File: src/rtl/pattern_pkg.sv
// Shared types for the pattern timing/config block: mode and delta encodings,
// the configuration record, the sequencer state, and the config legality check.
package pattern_pkg;

    typedef enum logic [2:0] {
        MODE_NONE  = 3'b000,
        REGULAR    = 3'b001,
        CONST_MODE = 3'b010,
        H_STRIPE   = 3'b011,
        V_STRIPE   = 3'b100,
        CHECKER    = 3'b101,
        DIAG_MODE  = 3'b110,
        RAMP_MODE  = 3'b111
    } mode_e;

    typedef enum logic [1:0] {
        DX_ZERO  = 2'b00,
        DX_ONE   = 2'b01,
        DX_FOUR  = 2'b10,
        DX_EIGHT = 2'b11
    } dx_e;

    typedef enum logic [1:0] {
        DY_0    = 2'b00,
        DY_1    = 2'b01,
        DY_16   = 2'b10,
        DY_1290 = 2'b11
    } dy_e;

    typedef struct packed {
        mode_e       mode;
        logic [11:0] const_val;
        dx_e         x;
        dy_e         y;
    } cfg_t;

    typedef enum logic [1:0] {
        IDLE = 2'b00,
        LINE = 2'b01,
        GAP  = 2'b10
    } state_e;

    localparam cfg_t CFG_RESET = '{mode: REGULAR, const_val: 12'd0, x: DX_ZERO, y: DY_0};

    // REGULAR needs a full 4096-pixel line plus blanking, so short line periods cannot host it.
    function automatic logic cfg_mode_ok(input mode_e mode, input int line_period,
                                         input int regular_min);
        return (mode != MODE_NONE) && !((mode == REGULAR) && (line_period < regular_min));
    endfunction

endpackage

File: src/rtl/pattern_sync_timing_gen_if.sv
// Control/config inputs and timing/active-config outputs of the pattern timing generator.
// master = controller side, slave = the timing generator.
interface pattern_sync_timing_gen_if;
    logic        start;
    logic        stop;
    logic        continuous;
    logic        cfg_wr;
    logic [2:0]  cfg_mode;
    logic [11:0] cfg_const;
    logic [1:0]  cfg_x;
    logic [1:0]  cfg_y;
    logic        cfg_err;
    logic        f_sync;
    logic        sync;
    logic [2:0]  Mode;
    logic [11:0] constVal;
    logic [1:0]  X;
    logic [1:0]  Y;
    logic [4:0]  line_idx;
    logic        busy;
    logic        frame_done;

    modport master (
        output start, stop, continuous, cfg_wr, cfg_mode, cfg_const, cfg_x, cfg_y,
        input  cfg_err, f_sync, sync, Mode, constVal, X, Y, line_idx, busy, frame_done
    );

    modport slave (
        input  start, stop, continuous, cfg_wr, cfg_mode, cfg_const, cfg_x, cfg_y,
        output cfg_err, f_sync, sync, Mode, constVal, X, Y, line_idx, busy, frame_done
    );
endinterface

File: src/rtl/pattern_cfg_shadow.sv
// Validates config writes into a shadow register and copies it to the active set on i_load.
// Latency: one cycle for shadow update, cfg_err and active load; writes are never stalled.
module pattern_cfg_shadow
    import pattern_pkg::*;
#(
    parameter int LINE_PERIOD        = 4160,
    parameter int REGULAR_MIN_PERIOD = 4100
) (
    input  logic clk,
    input  logic rst_n,
    input  logic i_cfg_wr,
    input  cfg_t i_cfg,
    input  logic i_load,
    output cfg_t o_active,
    output logic o_cfg_err
);

    cfg_t r_shadow;
    cfg_t r_active;
    logic r_cfg_err;
    logic w_cfg_ok;

    assign w_cfg_ok = cfg_mode_ok(i_cfg.mode, LINE_PERIOD, REGULAR_MIN_PERIOD);

    // The load samples the pre-edge shadow, so a write landing on the load edge waits a frame.
    always_ff @(posedge clk or negedge rst_n) begin
        if (!rst_n) begin
            r_shadow  <= CFG_RESET;
            r_active  <= CFG_RESET;
            r_cfg_err <= 1'b0;
        end else begin
            r_cfg_err <= i_cfg_wr && !w_cfg_ok;
            if (i_cfg_wr && w_cfg_ok) begin
                r_shadow <= i_cfg;
            end
            if (i_load) begin
                r_active <= r_shadow;
            end
        end
    end

    assign o_active  = r_active;
    assign o_cfg_err = r_cfg_err;

endmodule

File: src/rtl/pattern_sync_timing_gen.sv
// Line/frame sync sequencer with frame-boundary config switch-over; sync/f_sync one cycle after start.
// No backpressure: start while busy is ignored, stop is deferred to the end of the current frame.
module pattern_sync_timing_gen
    import pattern_pkg::*;
#(
    parameter int LINE_PERIOD        = 4160,
    parameter int LINES_PER_FRAME    = 24,
    parameter int FRAME_GAP          = 16,
    parameter int REGULAR_MIN_PERIOD = 4100
) (
    input  logic                       clk,
    input  logic                       rst_n,
    pattern_sync_timing_gen_if.slave   bus
);

    localparam int PIX_W = $clog2(LINE_PERIOD);
    localparam int GAP_W = $clog2(FRAME_GAP + 1);
    localparam logic [PIX_W-1:0] PIX_LAST  = PIX_W'(LINE_PERIOD - 1);
    localparam logic [4:0]       LINE_LAST = 5'(LINES_PER_FRAME - 1);
    localparam logic [GAP_W-1:0] GAP_LAST  = GAP_W'(FRAME_GAP - 1);

    if (LINE_PERIOD < 1294) begin : g_chk_line_period
        $error("LINE_PERIOD must be at least 1294");
    end
    if ((LINES_PER_FRAME < 1) || (LINES_PER_FRAME > 31)) begin : g_chk_lines
        $error("LINES_PER_FRAME must be in 1..31");
    end
    if (FRAME_GAP < 1) begin : g_chk_gap
        $error("FRAME_GAP must be at least 1");
    end

    state_e           r_state,     w_state_nxt;
    logic [PIX_W-1:0] r_pix_cnt,   w_pix_nxt;
    logic [4:0]       r_line_idx,  w_line_nxt;
    logic [GAP_W-1:0] r_gap_cnt,   w_gap_nxt;
    logic             r_cont,      w_cont_nxt;
    logic             r_stop_pend, w_stop_pend_nxt;
    logic             w_stop_req;
    logic             w_frame_end;
    logic             w_sync_nxt;
    logic             w_fsync_nxt;

    logic             r_sync;
    logic             r_f_sync;
    logic             r_busy;
    logic             r_frame_done;

    cfg_t             w_cfg_req;
    cfg_t             w_active;
    logic             w_cfg_err;

    assign w_stop_req = r_stop_pend || bus.stop;

    always_ff @(posedge clk or negedge rst_n) begin
        if (!rst_n) begin
            r_state     <= IDLE;
            r_pix_cnt   <= '0;
            r_line_idx  <= '0;
            r_gap_cnt   <= '0;
            r_cont      <= 1'b0;
            r_stop_pend <= 1'b0;
        end else begin
            r_state     <= w_state_nxt;
            r_pix_cnt   <= w_pix_nxt;
            r_line_idx  <= w_line_nxt;
            r_gap_cnt   <= w_gap_nxt;
            r_cont      <= w_cont_nxt;
            r_stop_pend <= w_stop_pend_nxt;
        end
    end

    always_comb begin
        w_state_nxt     = r_state;
        w_pix_nxt       = r_pix_cnt;
        w_line_nxt      = r_line_idx;
        w_gap_nxt       = r_gap_cnt;
        w_cont_nxt      = r_cont;
        w_stop_pend_nxt = r_stop_pend;
        w_frame_end     = 1'b0;

        case (r_state)
            IDLE: begin
                w_stop_pend_nxt = 1'b0;
                if (bus.start && !bus.stop) begin
                    w_state_nxt = LINE;
                    w_cont_nxt  = bus.continuous;
                    w_pix_nxt   = '0;
                    w_line_nxt  = '0;
                end
            end

            LINE: begin
                w_stop_pend_nxt = w_stop_req;
                if (r_pix_cnt == PIX_LAST) begin
                    w_pix_nxt = '0;
                    if (r_line_idx == LINE_LAST) begin
                        w_frame_end = 1'b1;
                        w_line_nxt  = '0;
                        if (r_cont && !w_stop_req) begin
                            w_state_nxt = GAP;
                            w_gap_nxt   = '0;
                        end else begin
                            w_state_nxt     = IDLE;
                            w_stop_pend_nxt = 1'b0;
                        end
                    end else begin
                        w_line_nxt = r_line_idx + 5'd1;
                    end
                end else begin
                    w_pix_nxt = r_pix_cnt + 1'b1;
                end
            end

            GAP: begin
                w_stop_pend_nxt = w_stop_req;
                if (r_gap_cnt == GAP_LAST) begin
                    if (w_stop_req) begin
                        w_state_nxt     = IDLE;
                        w_stop_pend_nxt = 1'b0;
                    end else begin
                        w_state_nxt = LINE;
                        w_pix_nxt   = '0;
                        w_line_nxt  = '0;
                    end
                end else begin
                    w_gap_nxt = r_gap_cnt + 1'b1;
                end
            end

            default: begin
                w_state_nxt = IDLE;
            end
        endcase
    end

    // Pulses are decoded from next-state so they land in the first cycle of the new line.
    assign w_sync_nxt  = (w_state_nxt == LINE) && (w_pix_nxt == '0);
    assign w_fsync_nxt = w_sync_nxt && (w_line_nxt == '0);

    always_ff @(posedge clk or negedge rst_n) begin
        if (!rst_n) begin
            r_sync       <= 1'b0;
            r_f_sync     <= 1'b0;
            r_busy       <= 1'b0;
            r_frame_done <= 1'b0;
        end else begin
            r_sync       <= w_sync_nxt;
            r_f_sync     <= w_fsync_nxt;
            r_busy       <= (w_state_nxt != IDLE);
            r_frame_done <= w_frame_end;
        end
    end

    assign w_cfg_req = '{mode:      mode_e'(bus.cfg_mode),
                         const_val: bus.cfg_const,
                         x:         dx_e'(bus.cfg_x),
                         y:         dy_e'(bus.cfg_y)};

    pattern_cfg_shadow #(
        .LINE_PERIOD        (LINE_PERIOD),
        .REGULAR_MIN_PERIOD (REGULAR_MIN_PERIOD)
    ) u_cfg_shadow (
        .clk       (clk),
        .rst_n     (rst_n),
        .i_cfg_wr  (bus.cfg_wr),
        .i_cfg     (w_cfg_req),
        .i_load    (w_fsync_nxt),
        .o_active  (w_active),
        .o_cfg_err (w_cfg_err)
    );

    assign bus.cfg_err    = w_cfg_err;
    assign bus.f_sync     = r_f_sync;
    assign bus.sync       = r_sync;
    assign bus.Mode       = w_active.mode;
    assign bus.constVal   = w_active.const_val;
    assign bus.X          = w_active.x;
    assign bus.Y          = w_active.y;
    assign bus.line_idx   = r_line_idx;
    assign bus.busy       = r_busy;
    assign bus.frame_done = r_frame_done;

endmodule

File: src/flat_wrapper.sv
// flat-port wrapper written by rule: the top's interface ports become plain ports
module pattern_sync_timing_gen_flat import pattern_pkg::*;
#(
    parameter int LINE_PERIOD        = 4160,
    parameter int LINES_PER_FRAME    = 24,
    parameter int FRAME_GAP          = 16,
    parameter int REGULAR_MIN_PERIOD = 4100
)
  (clk, rst_n, bus_start, bus_stop, bus_continuous, bus_cfg_wr, bus_cfg_mode, bus_cfg_const, bus_cfg_x, bus_cfg_y, bus_cfg_err, bus_f_sync, bus_sync, bus_Mode, bus_constVal, bus_X, bus_Y, bus_line_idx, bus_busy, bus_frame_done);
  pattern_sync_timing_gen_if bus_i ();
  input  logic clk;
  input  logic rst_n;
  input wire logic [$bits(bus_i.start)-1:0] bus_start;
  input wire logic [$bits(bus_i.stop)-1:0] bus_stop;
  input wire logic [$bits(bus_i.continuous)-1:0] bus_continuous;
  input wire logic [$bits(bus_i.cfg_wr)-1:0] bus_cfg_wr;
  input wire logic [$bits(bus_i.cfg_mode)-1:0] bus_cfg_mode;
  input wire logic [$bits(bus_i.cfg_const)-1:0] bus_cfg_const;
  input wire logic [$bits(bus_i.cfg_x)-1:0] bus_cfg_x;
  input wire logic [$bits(bus_i.cfg_y)-1:0] bus_cfg_y;
  output wire logic [$bits(bus_i.cfg_err)-1:0] bus_cfg_err;
  output wire logic [$bits(bus_i.f_sync)-1:0] bus_f_sync;
  output wire logic [$bits(bus_i.sync)-1:0] bus_sync;
  output wire logic [$bits(bus_i.Mode)-1:0] bus_Mode;
  output wire logic [$bits(bus_i.constVal)-1:0] bus_constVal;
  output wire logic [$bits(bus_i.X)-1:0] bus_X;
  output wire logic [$bits(bus_i.Y)-1:0] bus_Y;
  output wire logic [$bits(bus_i.line_idx)-1:0] bus_line_idx;
  output wire logic [$bits(bus_i.busy)-1:0] bus_busy;
  output wire logic [$bits(bus_i.frame_done)-1:0] bus_frame_done;
  assign bus_i.start = bus_start;
  assign bus_i.stop = bus_stop;
  assign bus_i.continuous = bus_continuous;
  assign bus_i.cfg_wr = bus_cfg_wr;
  assign bus_i.cfg_mode = bus_cfg_mode;
  assign bus_i.cfg_const = bus_cfg_const;
  assign bus_i.cfg_x = bus_cfg_x;
  assign bus_i.cfg_y = bus_cfg_y;
  assign bus_cfg_err = bus_i.cfg_err;
  assign bus_f_sync = bus_i.f_sync;
  assign bus_sync = bus_i.sync;
  assign bus_Mode = bus_i.Mode;
  assign bus_constVal = bus_i.constVal;
  assign bus_X = bus_i.X;
  assign bus_Y = bus_i.Y;
  assign bus_line_idx = bus_i.line_idx;
  assign bus_busy = bus_i.busy;
  assign bus_frame_done = bus_i.frame_done;
  pattern_sync_timing_gen #(.LINE_PERIOD(LINE_PERIOD), .LINES_PER_FRAME(LINES_PER_FRAME), .FRAME_GAP(FRAME_GAP), .REGULAR_MIN_PERIOD(REGULAR_MIN_PERIOD)) u_core (.clk(clk), .rst_n(rst_n), .bus(bus_i));
endmodule
File: config.mk
export PLATFORM = sky130hd
export DESIGN_NAME = pattern_sync_timing_gen_flat
export DESIGN_NICKNAME = d
export VERILOG_FILES = /design/src/rtl/pattern_pkg.sv /design/src/rtl/pattern_sync_timing_gen_if.sv /design/src/rtl/pattern_cfg_shadow.sv /design/src/rtl/pattern_sync_timing_gen.sv /design/src/flat_wrapper.sv
export SDC_FILE = /design/constraint.sdc
export NUM_CORES = 1
export LEC_CHECK = 0
export CAP_MARGIN = 25
export CORE_ASPECT_RATIO = 0.6
export CORE_MARGIN = 2
export CORE_UTILIZATION = 40
export CTS_CLUSTER_DIAMETER = 30
export CTS_CLUSTER_SIZE = 12
export DETAILED_ROUTE_END_ITERATION = 10
export PLACE_DENSITY_LB_ADDON = 0.12
export SYNTH_ARGS = -nofsm -noshare
export SYNTH_HDL_FRONTEND = slang
export SYNTH_SLANG_ARGS = --single-unit
File: constraint.sdc
create_clock -name clk -period 3.9 [get_ports clk]
set_input_delay 0.78 -clock clk [delete_from_list [all_inputs] [get_ports clk]]
set_output_delay 0.78 -clock clk [all_outputs]
set_load 0.005 [all_outputs]
==> out/metrics.yaml <==
status: "finished, final reports clean"
synthCells: 296
dr.pass1.iters: 5
synthArstFlopShare: 1.00
yosysTopAreaCellShare: 0.497
grt_usage: 0.178
path_class: "flop to flop"
antenna_found_initial: 0
die_w_um: 123
timing.fmax_ghz: 0.264
fillCellCount: 702
dr_total_vias: 2635
synth_area_per_cell_um2: 11.6
wl_per_cell_um: 16.5
wl_met3_um: 574
synth_area_leaders: "dfrtp_1 (50%), mux2_4 (8.3%), mux2_2 (5.6%), ha_1 (2.9%), o21ai_0 (2.9%)"
io_buffers: 53
cp_max_fo: 10
worstSetupStartpointType: "flop"
final_max_slew_viol_count: 0
overflow: 0
clock_sinks: 70
end_kind: "flop"
grt_pass1_vias: 2403
gp_congestion: 0.856
avgViaCountPerCell: 5.42
pwr_density_cell_nw_per_um2: 665
worst_slew_pin_slew_ns: 0.652
ys.flop_type: "dfrtp_1"
fin_cells: 486
max_slew_margin: 0.564
wl_met2_um: 3320
synth_edf_count: 0
coreArea_um2: 8430
topRoutingLayerUsed: "met4"
fin_util: 0.544
netlist_area_um2: 3430
post-route-min-period_ns: 3.79
hpwlAfterDp_um: 5380
placed_cell_area_um2: 4160
antenna_cells: 0
yosys_warnings: 0
cts_inserted_buffers: 9
drt_iter0_drc: 248
clk_latency_ns: 0.33
wl_met1_um: 4010
fp.dieArea_um2: 9350
ioPinCount: 54
die_height_um: 75.7
layout.nets: 402
tritoncts: "done"
grt_max_degree: 71
ys_seq_area_frac: 0.512
yosysTopAreaCell: "dfrtp_1"
synth.distinct_cells: 58
row_count: 26
syn_to_final_growth_pct: 33.7
maxCapViolCount: 0
vdd_drop_max_mv: 0.330
drive_gt1_frac: 0.227
final_antenna_net_count: 0
grt_first_pass_wirelength_um: 12300
arrival_ns: 4.01
cp.required_ns: 4.12
place_inst: 463
drc: 0
clk_path_buf_depth: 2
start_util: 0.407
clk_pin_slew_worst_paths_ns: 0.06
hold_viol: 0
report.final.setup_viol: 0
ys_seq_elements: 70
period_share: 0.972
htree_levels: 3
syn_nets: 329
p_leak_nw: 1.97
routed_wl_um: 8000
hold_class: "flop to flop"
fin_skew_ns: 0.00651
clockRootBuffer: "clkbuf_16"
final_area_um2: 4580
-- sequential cells by signal, summed over array words and instances, names as in the netlist, 2 cells and up --
register,count
u_core.r_pix_cnt,13
u_core.r_state,2
u_core.u_cfg_shadow.o_active,19
u_core.bus.line_idx,5
u_core.u_cfg_shadow.r_shadow,19
u_core.r_gap_cnt,5
-- cells in the final DEF, fill, tap and decap left out, types with 3 or more instances in the layout --
cell             Yosys  layout
dfrtp_1             68      68
clkdlybuf4s50_1      0      52
nand2_1             24      24
o21ai_0             20      19
mux2_4              19      19
mux2_2              17      17
buf_4                0      16
nor2_1              11      11
clkbuf_16            0      10
inv_1                9       9
nand3_1              7       7
a21oi_1              7       7
ha_1                 8       7
nand2b_1             6       6
nand4_1              6       6
and2_1               6       6
a31oi_1              5       5
a22o_1               5       5
nor3_1               4       4
and3_1               4       4
nand3b_1             3       3
nor2b_1              3       3
o21ai_1              3       3
o31ai_1              4       3
buf_12               0       3
-- worst paths after layout --
| path | startpoint | end | slack (ns) | cells after the start |
|---|---|---|---|---|
| worst max-delay path | u_core.r_gap_cnt[0] | u_core.u_cfg_shadow.o_active[0] | 0.11 | 13 |
| worst min-delay path | u_core.u_cfg_shadow.r_shadow[16] | u_core.u_cfg_shadow.r_shadow[16] | 0.46 | 2 |
| worst max register to register | u_core.r_gap_cnt[0] | u_core.u_cfg_shadow.o_active[0] | 0.11 | 13 |
| worst min register to register | u_core.u_cfg_shadow.r_shadow[16] | u_core.u_cfg_shadow.r_shadow[16] | 0.46 | 2 |
| max in group asynchronous | rst_n | u_core.u_cfg_shadow.o_active[16] | 3.10 | 2 |
| min in group asynchronous | rst_n | u_core.r_gap_cnt[0] | 0.47 | 2 |
-- area by class of cell --
type                            instances  area, um2  area share
Clock buffer                           11        243      0.0530
Multi-Input combinational cell        206       1600       0.349
Sequential cell                        70       1750       0.383
Tap cell                              112        140      0.0306
Clock inverter                          5       81.3      0.0177
Timing Repair Buffer                   73        731       0.159
Inverter                                9       33.8     0.00737
-- layer usage --
layer,vias up,track usage
met3,10,0.0614
met1,1294,0.262
met4,0,0.0593
li1,1247,-
met2,84,0.241
met5,-,0
-- cell families (layout without fill, tap and decap cells) --
group           after synthesis  after routing  share of synthesized area
compound gates               64             64                      0.125
simple gates                 97             97                      0.165
fa+ha+maj                     8              8                     0.0292
flops                        70             70                      0.512
mux                          37             37                      0.142
buf+inv                      20             98                     0.0270
-- power by group --
group          total (W)  internal [W]  switching, W  leakage [nW]
clock network   0.000887      0.000578      0.000308         0.156
registers        0.00101      0.000903      0.000111         0.882
logic            0.00115      0.000696      0.000453         0.935
-- stage by stage --
| step | hold slack [ns] | worst slack (ns) | setup TNS, ns | power (W) |
|---|---|---|---|---|
| after global placement | 0.449 | -0.219 | -4.07 | 0.00206 |
| after floorplan | 0.438 | 0.352 | 0 | 0.00165 |
| after global routing | 0.475 | -0.0147 | -0.0830 | 0.00322 |
| after detailed placement | 0.453 | -0.295 | -5.50 | 0.00208 |
| after CTS | 0.463 | 0.0175 | 0 | 0.00299 |
| final | 0.460 | 0.108 | 0 | 0.00305 |
-- what timing repair did --
| item | 4_1_cts | 5_1_grt |
|---|---|---|
| setup buffers | 0 | 6 |
| pin swaps | 0 | 3 |
| endpoints found under the setup margin | 18 | 19 |
| hold buffers | 0 | 0 |
| gates cloned | 0 | 1 |
| gates resized for setup | 1 | 5 |
-- critical path: stages, from the launching register on --
cell       delay (ns)
dfrtp_1          0.37
ha_2             0.20
and3_1           0.18
ha_1             0.18
or3b_1           0.38
a221o_2          0.44
buf_12           0.16
a22o_1           0.22
a31o_1           0.21
or4_4            0.54
nor4_4           0.13
buf_4            0.18
clkbuf_16        0.18
mux2_4           0.30
-- synthesized netlist by cell type, drive strengths merged, types with 3 or more instances --
cell	count
nand3	7
nand4	6
clkbuf	7
a21oi	7
ha	8
and2	6
mux2	36
o31ai	4
or4	4
nor2	11
o21ai	23
or2	3
dfrtp	68
a31oi	5
nand2	24
nor4	3
a22o	5
nor3	4
and3	4
inv	9
nand2b	6
buf	4
nand3b	3
nor2b	3
(Power assumes the default switching activity.)
